### config.mk
export PLATFORM = sky130hd
export DESIGN_NAME = uart_transmitter
export DESIGN_NICKNAME = d
export VERILOG_FILES = /design/src/rtl/uart_pkg.sv /design/src/rtl/uart_transmitter.sv
export SDC_FILE = /design/constraint.sdc
export NUM_CORES = 1
export LEC_CHECK = 0
export CAP_MARGIN = 10
export CORE_MARGIN = 2
export CORE_UTILIZATION = 35
export DETAILED_ROUTE_END_ITERATION = 8
export MAX_ROUTING_LAYER = met4
export SYNTH_ARGS = -nofsm -noshare
export SYNTH_HDL_FRONTEND = slang
export SYNTH_SLANG_ARGS = --single-unit
### constraint.sdc
create_clock -name clock -period 2.5 [get_ports clock]
set_input_delay 0.25 -clock clock [delete_from_list [all_inputs] [get_ports clock]]
set_output_delay 0.25 -clock clock [all_outputs]
set_load 0.01 [all_outputs]
### src/rtl/uart_pkg.sv
// -----------------------------------------------------------------------------
// uart_pkg
// Shared UART framing definitions used by both uart_transmitter and
// uart_receiver: transmit FSM state type, data width, idle line level and the
// bit-period calculation.
// -----------------------------------------------------------------------------
package uart_pkg;

    localparam int   UART_DATA_BITS  = 8;
    localparam logic UART_IDLE_LEVEL = 1'b1;

    typedef enum logic [2:0] {
        ST_IDLE   = 3'd0,
        ST_START  = 3'd1,
        ST_DATA   = 3'd2,
        ST_PARITY = 3'd3,
        ST_STOP   = 3'd4
    } uart_tx_state_t;

    // Clock cycles per UART bit, rounded to the nearest integer.
    function automatic int clks_per_bit(input int clk_freq, input int baud);
        return (clk_freq + baud / 2) / baud;
    endfunction

endpackage

### src/rtl/uart_transmitter.sv
// -----------------------------------------------------------------------------
// uart_transmitter
// Serialises bytes onto a UART TX line: start bit, 8 data bits LSB first,
// optional parity bit, 1 or 2 stop bits. A one-entry holding register behind
// a valid/ready handshake lets the next byte wait during the current frame so
// frames can run back-to-back with no idle gap.
//
// Ports:
//   clock       in   system clock
//   reset       in   asynchronous, active-high reset
//   data[7:0]   in   byte to transmit
//   data_valid  in   data is valid this cycle
//   ready       out  holding register empty; byte accepted on data_valid & ready
//   tx          out  serial line, idle high, driven from a flop
//   busy        out  frame in progress or byte held
//
// State table:
//   ST_IDLE   | line idle, waiting for a held byte
//   ST_START  | driving the start bit (low)
//   ST_DATA   | driving data bit shift_q[idx_q]
//   ST_PARITY | driving the parity bit
//   ST_STOP   | driving stop bit(s) (high); idx_q counts stop bits
// -----------------------------------------------------------------------------
module uart_transmitter
    import uart_pkg::*;
#(
    parameter int CLK_FREQ   = 40000000,
    parameter int BAUD       = 115200,
    parameter int PARITY_EN  = 0,
    parameter int PARITY_ODD = 0,
    parameter int STOP_BITS  = 1
) (
    input  logic       clock,
    input  logic       reset,
    input  logic [7:0] data,
    input  logic       data_valid,
    output logic       ready,
    output logic       tx,
    output logic       busy
);

    localparam int CPB   = clks_per_bit(CLK_FREQ, BAUD);
    localparam int CW    = (CPB > 1) ? $clog2(CPB) : 1;
    localparam int IDX_W = $clog2(UART_DATA_BITS);

    localparam logic [CW-1:0]    CNT_LAST  = CW'(CPB - 1);
    localparam logic [IDX_W-1:0] DATA_LAST = IDX_W'(UART_DATA_BITS - 1);
    localparam logic [IDX_W-1:0] STOP_LAST = IDX_W'(STOP_BITS - 1);
    localparam logic             PAR_EN    = (PARITY_EN != 0);
    localparam logic             PAR_ODD   = (PARITY_ODD != 0);

    generate
        if (CPB < 2 || (STOP_BITS != 1 && STOP_BITS != 2)) begin : g_bad_cfg
            $error("uart_transmitter: need CLKS_PER_BIT >= 2 and STOP_BITS in {1,2}");
        end
    endgenerate

    uart_tx_state_t   state_q, state_d;
    logic [CW-1:0]    cnt_q, cnt_d;
    logic [IDX_W-1:0] idx_q, idx_d;
    logic [7:0]       shift_q, shift_d;
    logic [7:0]       hold_q, hold_d;
    logic             hold_full_q, hold_full_d;
    logic             tx_q, tx_d;

    logic             bit_end;
    logic [IDX_W-1:0] idx_nxt;
    logic             par_bit;

    always_ff @(posedge clock or posedge reset) begin
        if (reset) begin
            state_q     <= ST_IDLE;
            cnt_q       <= '0;
            idx_q       <= '0;
            shift_q     <= '0;
            hold_q      <= '0;
            hold_full_q <= 1'b0;
            tx_q        <= UART_IDLE_LEVEL;
        end else begin
            state_q     <= state_d;
            cnt_q       <= cnt_d;
            idx_q       <= idx_d;
            shift_q     <= shift_d;
            hold_q      <= hold_d;
            hold_full_q <= hold_full_d;
            tx_q        <= tx_d;
        end
    end

    always_comb begin
        state_d     = state_q;
        cnt_d       = cnt_q;
        idx_d       = idx_q;
        shift_d     = shift_q;
        hold_d      = hold_q;
        hold_full_d = hold_full_q;
        tx_d        = tx_q;

        bit_end = (cnt_q == CNT_LAST);
        idx_nxt = idx_q + IDX_W'(1);
        // The shifter is indexed, not shifted, so it still holds the whole
        // byte when the parity bit is due.
        par_bit = (^shift_q) ^ PAR_ODD;

        // Accept only into an empty holding register. Loading below requires
        // it full, so accept and load never coincide.
        if (data_valid && !hold_full_q) begin
            hold_d      = data;
            hold_full_d = 1'b1;
        end

        if (state_q != ST_IDLE) begin
            cnt_d = bit_end ? '0 : cnt_q + CW'(1);
        end

        case (state_q)
            ST_IDLE: begin
                cnt_d = '0;
                idx_d = '0;
                tx_d  = UART_IDLE_LEVEL;
                if (hold_full_q) begin
                    shift_d     = hold_q;
                    hold_full_d = 1'b0;
                    tx_d        = 1'b0;
                    state_d     = ST_START;
                end
            end
            ST_START: begin
                if (bit_end) begin
                    idx_d   = '0;
                    tx_d    = shift_q[0];
                    state_d = ST_DATA;
                end
            end
            ST_DATA: begin
                if (bit_end) begin
                    if (idx_q == DATA_LAST) begin
                        idx_d = '0;
                        if (PAR_EN) begin
                            tx_d    = par_bit;
                            state_d = ST_PARITY;
                        end else begin
                            tx_d    = UART_IDLE_LEVEL;
                            state_d = ST_STOP;
                        end
                    end else begin
                        idx_d = idx_nxt;
                        tx_d  = shift_q[idx_nxt];
                    end
                end
            end
            ST_PARITY: begin
                if (bit_end) begin
                    idx_d   = '0;
                    tx_d    = UART_IDLE_LEVEL;
                    state_d = ST_STOP;
                end
            end
            ST_STOP: begin
                if (bit_end) begin
                    if (idx_q == STOP_LAST) begin
                        idx_d = '0;
                        // A held byte starts immediately: zero-gap back-to-back.
                        if (hold_full_q) begin
                            shift_d     = hold_q;
                            hold_full_d = 1'b0;
                            tx_d        = 1'b0;
                            state_d     = ST_START;
                        end else begin
                            tx_d    = UART_IDLE_LEVEL;
                            state_d = ST_IDLE;
                        end
                    end else begin
                        idx_d = idx_nxt;
                    end
                end
            end
            default: begin
                tx_d    = UART_IDLE_LEVEL;
                state_d = ST_IDLE;
            end
        endcase
    end

    assign tx    = tx_q;
    assign ready = ~hold_full_q;
    assign busy  = (state_q != ST_IDLE) | hold_full_q;

endmodule
==> metrics, run 1 <==
pre-CTS WS 412 ps; filler instances 398; most common cell after layout, fill and taps aside dfrtp_1; status completed; Setup Viol. Count Final 0; First-pass DRT Iterations 4; non-filler cells, final 204; total CTS buffers 5; Reg2Reg Setup Slack 400 ps; Die ar. 0.00510 mm2; Max Cap Viol 0; H-tree depth 2; Clock transition at path regs 70 ps; Vias 1021; crit path cell chain or2_2, or3_1, clkdlybuf4s50_1; # hold bufs at CTS 0; CTS max path bufs 2; crit-path max FO 10; setup repair bufs after CTS 0; Post-Syn Area 0.00159 mm2; Power Density 895 mW/mm2; worst rel slew slack 58.8%; Die Span Y 71.4 um; starting density of the core 36.5%; Synth Instances 133; CTS root buf clkbuf_8; Comb pwr share 24.7%; minimum clock period 2160 ps; grt total ovfl 0; Final Hold Violating Endpoints 0; Sw Share 29.4%; Clk pwr share 23.0%; Worst Reg-to-Reg Cells 4; Antenna Cells 0; pin count of the biggest net entering global routing 34; RSZ-0062 raised after global routing no; first-pass GRT wire length 4910 um; worst-skew pair later-pin latency 280 ps; multi-input logic area 729 um2; FF/Latch Area 827 um2; commonest cells after routing, fill and taps aside dfrtp_1, mux2_2, nor2_1, clkdlybuf4s50_1; Detailed Route WL 2720 um; DRC Markers 0; drt via density 5.00; Ports 14; die width 71.4 um; Leak 0.810 nW; P_int 1.18 mW; WL/cell 13.3 um; worst stage delay on the critical path 490 ps; Core Area 0.00435 mm2; total track usage 13.1%; Slew @ Worst Pin 613 ps; final net count 167; Placer Congestion 0.768; Psw 493 uW; Worst Path Required 2250 ps; Worst Setup End Kind output pin; setup_tns 0 ps; vias in the first global route 1041; synth warn 0; DRT antenna net count 0; CTS sink cnt 33; Post-DP HPWL 2000 um; Final period util 86.4%; final core occ 43.0%; Placed Instances 196; worst reg2reg path startpoint cnt_q[2]; Area growth, synth to finish 17.7%; crit path DAT 1910 ps; mean post-synth cell area 12.0 um2; Final Skew 4.16 ps; HP Class input port to async pin; Final Max Slew Viols 0; CP Launch Type flop; FF+latch count, synth 33; Post-DP Area 0.00179 mm2; Fmax 0.463 GHz; CTS tree yes; Setup WS post-layout 341 ps; I/O Buffers 13; Synth Net Count 149; share of layout cells above drive strength 1 22.4%; post-synth cell types 35; initial antenna violation count 0; worst vdd ir 0.404 mV; design area 0.00187 mm2; register area share after synthesis 52.0%; CP max-delay cell dfrtp_1; Crit Path Category flop to output pin; DRT iter0 DRCs 41; Reg-to-Reg End tx; Seq pwr share 52.3%; row cnt 24; post_cts resized 0
[layout make-up]
class	count	area share [%]
Clock buffer	5	3.68
Clock inverter	3	0.936
Inverter	5	1.00
Multi-Input combinational cell	91	39.0
Sequential cell	33	44.2
Tap cell	52	3.48
Timing Repair Buffer	15	7.75
[registers in the layout (all words and copies together), names as in the netlist]
signal and cells:
idx_q 3, tx 1, state_q 3, shift_q 8, hold_q 8, hold_full_q 1
cnt_q 9
[synth_stat cells]
master | count | share of area [%]
dfrtp_1 | 32 | 50
mux2_2 | 17 | 12
nor2_1 | 16 | 3.8
ha_1 | 5 | 3.9
inv_1 | 5 | 1.2
mux2i_1 | 5 | 3.1
clkbuf_1 | 4 | 0.94
nand2b_1 | 4 | 1.6
nand3_1 | 4 | 1.3
xnor2_1 | 4 | 2.2
mux2_1 | 3 | 2.1
nor3_1 | 3 | 0.94
o31ai_1 | 3 | 1.4
xor2_1 | 3 | 1.7
a2bb2oi_1 | 2 | 1.1
nand2_1 | 2 | 0.47
nand4_1 | 2 | 0.79
nor2b_1 | 2 | 0.79
a21o_1 | 1 | 0.47
a21oi_1 | 1 | 0.31
and3_1 | 1 | 0.39
dfstp_2 | 1 | 1.7
maj3_2 | 1 | 0.71
mux4_2 | 1 | 1.4
nand3_2 | 1 | 0.63
nor3b_1 | 1 | 0.47
o21a_1 | 1 | 0.47
o21ai_0 | 1 | 0.31
o21ai_1 | 1 | 0.31
o22ai_1 | 1 | 0.39
o311ai_0 | 1 | 0.55
or2_2 | 1 | 0.39
or2_4 | 1 | 0.55
or3_1 | 1 | 0.39
or4b_4 | 1 | 0.87
[worst max path at each step]
stage | startpoint | end | slack (ps) | cells after the start
floorplan | cnt_q[2] | idx_q[0] | 510 | 4
global placement | cnt_q[2] | idx_q[0] | 460 | 4
detailed placement | cnt_q[2] | tx | 410 | 4
CTS | state_q[0] | busy | 330 | 3
global route | state_q[0] | busy | 260 | 3
finish | state_q[0] | busy | 340 | 3
[worst max-delay path: cells and delay by family, from the launching register on]
kind	cells	cell delay, ps
and+or+nand+nor	2	670
DFF	1	490
buffers and inverters	1	480
[through the flow]
stage | power [mW] | hold WS [ps]
after floorplan | 1.17 | 378
after global placement | 1.29 | 484
after detailed placement | 1.31 | 477
after CTS | 1.71 | 368
after global routing | 1.81 | 397
final | 1.68 | 353
[power groups by stage]
stage	sequential, mW	combinational (mW)	clock, mW
floorplan	0.843	0.331	0
global placement	0.881	0.404	0
detailed placement	0.889	0.425	0
CTS	0.880	0.425	0.404
global route	0.915	0.467	0.430
finish	0.876	0.414	0.385
[kinds of logic after synthesis]
logic type,count (synthesis),share of synthesized area [%]
simple gates,40,13.3
mux,26,18.7
fa+ha+maj,6,4.64
flops,33,52.0
xor+xnor,7,3.86
compound gates,12,5.35
buf+inv,9,2.12
[layer usage]
metal | wire length (um) | vias to the layer above | GRT usage [%]
met5 | 0 | - | -
met2 | 1230 | 17 | 19.1
met4 | 65 | 0 | 5.66
met1 | 1330 | 502 | 16.4
met3 | 102 | 5 | 4.64
li1 | - | 497 | -
Note: power is estimated with default switching activity, not from simulation.
==> run 2: changes to the inputs <==
- RECOVER_POWER: unset -> 100
==> run 2 against run 1 <==
Effect of this change:
- the flow now finishes with violations (capacitance limit, slew limit)
- clock power barely moved
- sequential power barely moved
- final cell count unchanged
- worst setup slack lost 110 ps
- cell area is 1.1% lower
- critical endpoint unchanged
==> metrics, run 2 (synthesized netlist as in run 1, its figures left out) <==
status finished with violations (was completed); violated checks capacitance limit, slew limit; drt via density 4.98 (was 5.00); vias in the first global route 1041 (unchanged); H-tree depth 2 (unchanged); total track usage 13.1% (unchanged); Setup WS post-layout 231 ps (was 341 ps); Reg-to-Reg End idx_q[1] (was tx); first-pass GRT wire length 4910 um (unchanged); row cnt 24 (unchanged); CTS root buf clkbuf_8 (unchanged); DRC Markers 0 (unchanged); Die Span Y 71.4 um (unchanged); DRT antenna net count 0 (unchanged); share of layout cells above drive strength 1 18.4% (was 22.4%); grt total ovfl 0 (unchanged); die width 71.4 um (unchanged); Reg2Reg Setup Slack 290 ps (was 400 ps); Placer Congestion 0.768 (unchanged); Hold Crit Start cnt_q[0]; Final Max Slew Viols 34 (was 0); HP Class flop to flop (was input port to async pin); CP Launch Type flop (unchanged); Worst Setup End Kind output pin (unchanged); starting density of the core 36.5% (unchanged); Core Area 0.00435 mm2 (unchanged); DRT iter0 DRCs 32 (was 41); Max Cap Viol 1 (was 0); crit path DAT 2020 ps (was 1910 ps); pre-CTS WS 412 ps (unchanged); Final Skew 4.02 ps (was 4.16 ps); CTS tree yes (unchanged); RSZ-0062 raised after global routing no (unchanged); pin count of the biggest net entering global routing 34 (unchanged); First-pass DRT Iterations 4 (unchanged); CTS max path bufs 2 (unchanged); WHS Endpoint cnt_q[0]; Slew @ Worst Pin 1740 ps (was 613 ps); worst stage delay on the critical path 600 ps (was 490 ps); worst vdd ir 0.385 mV (was 0.404 mV); setup_tns 0 ps (unchanged); design area 0.00185 mm2 (was 0.00187 mm2); most common cell after layout, fill and taps aside dfrtp_1 (unchanged); worst rel slew slack -15.8% (was 58.8%); Die ar. 0.00510 mm2 (unchanged); max reg flops 9 (unchanged); worst reg2reg path startpoint cnt_q[2] (unchanged); Largest regs cnt_q (9), hold_q (8), shift_q (8) (unchanged); crit path cell chain or2_2, or3_1, dlygate4sd3_1 (was or2_2, or3_1, clkdlybuf4s50_1); minimum clock period 2270 ps (was 2160 ps); Worst path top cell family by delay simple AND/OR/NAND/NOR gates (unchanged); Min-Delay Path Depth 1; Clock transition at path regs 70 ps (about the same); Power Density 899 mW/mm2 (was 895 mW/mm2); Fmax 0.441 GHz (was 0.463 GHz); Worst Path Required 2250 ps (about the same); CP max-delay cell dlygate4sd3_1 (was dfrtp_1); final net count 167 (unchanged); WL/cell 13.3 um (about the same); Vias 1016 (was 1021); # hold bufs at CTS 0 (unchanged); worst-skew pair later-pin latency 280 ps (about the same); CTS sink cnt 33 (unchanged); Leak 0.797 nW (was 0.810 nW); Final period util 90.8% (was 86.4%); worst path bufs/invs 1 (unchanged); I/O Buffers 13 (unchanged); Top reg by flops cnt_q (unchanged); Post-DP HPWL 2000 um (unchanged); Worst Reg-to-Reg Cells 4 (unchanged); Crit Path Category flop to output pin (unchanged); setup repair bufs after CTS 0 (unchanged); crit-path max FO 10 (unchanged); initial antenna violation count 0 (unchanged); Area growth, synth to finish 16.4% (was 17.7%); post_cts resized 0 (unchanged); commonest cells after routing, fill and taps aside dfrtp_1, mux2_2, nor2_1, clkdlybuf4s50_1 (unchanged); Antenna Cells 0 (unchanged); Ports 14 (unchanged); Detailed Route WL 2720 um (about the same); Final Hold Violating Endpoints 0 (unchanged); Setup Viol. Count Final 0 (unchanged); total CTS buffers 5 (unchanged); Post-DP Area 0.00179 mm2 (unchanged)
[run 2: how the worst max path moves through the flow]
stage                     from         end  slack (ps)  cells after the start
CTS                 state_q[0]        busy         330                      3
global route          cnt_q[2]  shift_q[0]         150                      4
global placement      cnt_q[2]    idx_q[0]         460                      4
detailed placement    cnt_q[2]          tx         410                      4
floorplan             cnt_q[2]    idx_q[0]         510                      4
finish              state_q[0]        busy         230                      3
[run 2: cell type report]
cell class	instances	area [um2]
Timing Repair Buffer	15	138
Clock buffer	5	68.8
Clock inverter	3	17.5
Inverter	5	18.8
Sequential cell	33	827
Multi-Input combinational cell	91	717
Tap cell	52	65.1
Fill cell	399	2500
[run 2: report_power, final]
group / internal (mW) / leakage [nW] / switching, mW / total [mW]
Combinational: 0.249 / 0.347 / 0.156 / 0.404
Clock: 0.192 / 0.0439 / 0.193 / 0.385
Sequential: 0.734 / 0.406 / 0.141 / 0.875
Total: 1.17 / 0.797 / 0.490 / 1.66
[run 2: metal layers]
| metal | up-vias | global-route usage, % | wire length, um |
|---|---|---|---|
| li1 | 499 | - | - |
| met5 | - | - | 0 |
| met4 | 0 | 5.66 | 65 |
| met1 | 495 | 16.4 | 1330 |
| met3 | 5 | 4.64 | 105 |
| met2 | 17 | 19.1 | 1220 |
[run 2: metrics by stage]
stage                     std cells  util [%]  power, mW  hold slack, ps
final                           204      42.5       1.66             482
after global routing            204      42.5       1.80             519
after CTS                       204      43.0       1.71             368
after detailed placement        196      41.0       1.31             477
after global placement          196      41.0       1.29             484
after floorplan                 133         -       1.17             378
==> run 3: changes to the inputs <==
- ABC_AREA: unset -> 1
- GPL_TIMING_DRIVEN: unset -> 0
==> run 3 against run 2 <==
Effect of this change:
- the run now ends clean
- worst setup slack better by 130 ps
- area after synthesis increased by 7.8%
- register-to-register slack better by 290 ps
- highest routed layer unchanged
==> metrics, run 3 <==
status completed (was finished with violations); Clock transition at path regs 70 ps (about the same); I/O Buffers 13 (unchanged); share of synthesized registers carrying an async set or reset 100% (unchanged); CP max-delay cell clkdlybuf4s50_1 (was dlygate4sd3_1); grt total ovfl 0 (unchanged); DRC Markers 0 (unchanged); EDFF count, synth 0 (unchanged); Die ar. 0.00547 mm2 (was 0.00510 mm2); Reg-to-Reg End idx_q[2] (was idx_q[1]); total track usage 13.2% (was 13.1%); Power Density 1040 mW/mm2 (was 899 mW/mm2); worst-skew pair later-pin latency 280 ps (about the same); CP Launch Type flop (unchanged); HP Class input port to async pin (was flop to flop); starting density of the core 36.3% (was 36.5%); worst stage delay on the critical path 510 ps (was 600 ps); Commonest cells post-synth nand2_1, dfrtp_1, inv_1 (was dfrtp_1, mux2_2, nor2_1); Synth top area share 46.7% (was 50.4%); Worst Setup End Kind output pin (unchanged); CP endpoint busy (unchanged); setup repair bufs after CTS 0 (unchanged); minimum clock period 2140 ps (was 2270 ps); top routing layer used met4 (unchanged); FF+latch count, synth 33 (unchanged); Worst Path Required 2250 ps (about the same); ranking of synthesized cells by area dfrtp_1, nand2_1, inv_1 (was dfrtp_1, mux2_2, ha_1); Worst setup startpoint state_q[1] (was state_q[0]); final net count 241 (was 167); Top FF cell, synth dfrtp_1 (unchanged); Post-Synth Simple-Gate Area 28.2% (was 13.3%); vias in the first global route 1228 (was 1041); first-pass GRT wire length 5290 um (was 4910 um); worst reg2reg path startpoint state_q[1] (was cnt_q[2]); met3 WL 98 um (was 105 um); WL met2 1330 um (was 1220 um); drt via density 4.35 (was 4.98); Leak 0.890 nW (was 0.797 nW); Core Area 0.00472 mm2 (was 0.00435 mm2); Ports 14 (unchanged); crit-path max FO 6 (was 10); max reg flops 9 (unchanged); worst vdd ir 0.334 mV (was 0.385 mV); # hold bufs at CTS 0 (unchanged); largest family of logic cells by synthesized area simple AND/OR/NAND/NOR gates (was multiplexers); First-pass DRT Iterations 4 (unchanged); share of layout cells above drive strength 1 10.6% (was 18.4%); crit path cell chain inv_2, nand2_2, nor2_1, nand2_1, clkdlybuf4s50_1 (was or2_2, or3_1, dlygate4sd3_1); synth warn 0 (unchanged); Post-Syn Area 0.00171 mm2 (was 0.00159 mm2); CTS tree yes (unchanged); Fmax 0.467 GHz (was 0.441 GHz); H-tree depth 2 (unchanged); Worst Reg-to-Reg Cells 8 (was 4); crit path DAT 1890 ps (was 2020 ps); Slew @ Worst Pin 1150 ps (was 1740 ps); Crit Path Category flop to output pin (unchanged); count leader, synth nand2_1 (was dfrtp_1); Top reg by flops cnt_q (unchanged); Detailed Route WL 3040 um (was 2720 um); WL/cell 10.4 um (was 13.3 um); post_cts resized 0 (unchanged); Placer Congestion 0.837 (was 0.768); Final period util 85.7% (was 90.8%); DRT met1 WL 1540 um (was 1330 um); Reg2Reg Setup Slack 580 ps (was 290 ps); mux contribution to synthesized area 0% (was 18.7%); CTS max path bufs 2 (unchanged); total CTS buffers 5 (unchanged); Final Max Slew Viols 0 (was 34); Final Hold Violating Endpoints 0 (unchanged); Largest regs cnt_q (9), hold_q (8), shift_q (8) (unchanged); Post-DP HPWL 2300 um (was 2000 um); complex-gate fraction of the synthesized area 11.2% (was 5.35%); Max Cap Viol 0 (was 1); adder-cell share of the synthesized area 3.65% (was 4.64%); Synth Net Count 220 (was 149); setup_tns 0 ps (unchanged); most common cell after layout, fill and taps aside nand2_1 (was dfrtp_1); Setup Viol. Count Final 0 (unchanged); Area growth, synth to finish 13.9% (was 16.4%); Die Span Y 74.0 um (was 71.4 um); register area share after synthesis 48.2% (was 52.0%); mean post-synth cell area 8.40 um2 (was 12.0 um2); Final Skew 4.08 ps (was 4.02 ps); CTS root buf clkbuf_8 (unchanged); post-synth cell types 27 (was 35); CTS sink cnt 33 (unchanged); die width 74.0 um (was 71.4 um); Post-DP Area 0.00196 mm2 (was 0.00179 mm2); Vias 1276 (was 1016); design area 0.00195 mm2 (was 0.00185 mm2); Synth Instances 204 (was 133); DRT iter0 DRCs 81 (was 32); commonest cells after routing, fill and taps aside nand2_1, dfrtp_1, inv_1, o21ai_0, nor2_1 (was dfrtp_1, mux2_2, nor2_1, clkdlybuf4s50_1); Antenna Cells 0 (unchanged); initial antenna violation count 0 (unchanged); XOR/XNOR Fraction of Synth Area 1.02% (was 3.86%); row cnt 25 (was 24); worst rel slew slack 23.6% (was -15.8%); final core occ 41.3% (was 42.5%); RSZ-0062 raised after global routing no (unchanged); DRT antenna net count 0 (unchanged); pin count of the biggest net entering global routing 22 (was 34); largest area contributor in the netlist dfrtp_1 (unchanged)
-- run 3: cell count changes after synthesis, sizes merged, moves of 3 or more --
| cell | previous run | this run |
|---|---|---|
| nand2b | 4 | 0 |
| o21ai | 2 | 26 |
| mux2 | 20 | 0 |
| nor2 | 16 | 20 |
| nand3 | 5 | 16 |
| xnor2 | 4 | 1 |
| clkbuf | 4 | 0 |
| o31ai | 3 | 0 |
| inv | 5 | 31 |
| a21oi | 1 | 4 |
| nand2 | 2 | 57 |
| mux2i | 5 | 0 |
-- run 3: per-stage QoR --
stage | hold slack (ps) | worst slack, ps | total power, mW | std cells
detailed placement | 475 | 784 | 1.77 | 285
finish | 413 | 358 | 2.03 | 293
CTS | 330 | 466 | 2.18 | 293
global placement | 471 | 694 | 1.74 | 284
global route | 450 | 251 | 2.22 | 293
floorplan | 371 | 1060 | 1.53 | 204
-- run 3: worst min-delay path by stage --
stage | end
detailed placement | shift_q[5]
floorplan | hold_q[0]
CTS | hold_q[1]
finish | hold_q[1]
global route | hold_q[1]
global placement | shift_q[6]
-- run 3: kinds of logic after synthesis --
kind of cell	after synthesis
fa+ha+maj	5
xor+xnor	2
simple gates	101
buf+inv	33
flops	33
compound gates	30
-- run 3: report_power, final --
part	total (mW)	switching (mW)	internal [mW]
sequential	0.858	0.123	0.735
clock	0.401	0.206	0.195
combinational	0.766	0.479	0.287
-- run 3: routing by layer --
layer	global-route usage [%]	vias up
met2	21.1	18
li1	-	686
met3	2.44	6
met4	6.67	0
met1	16.0	566
met5	-	-
-- run 3: area by class of cell --
type | count | area (um2)
tap | 67 | 83.8
sequential | 33 | 827
inverter | 31 | 116
clock inverter | 3 | 22.5
timing repair buffer | 14 | 134
clock buffer | 5 | 68.8
fill | 514 | 2770
multi-input combinational | 138 | 691
buffer | 2 | 8.76
-- run 3: worst max-delay path, delay by kind of cell, from the launching register on --
| family | cells | cell delay [ps] |
|---|---|---|
| buf+inv | 2 | 590 |
| simple gates | 3 | 560 |
| flops | 1 | 440 |
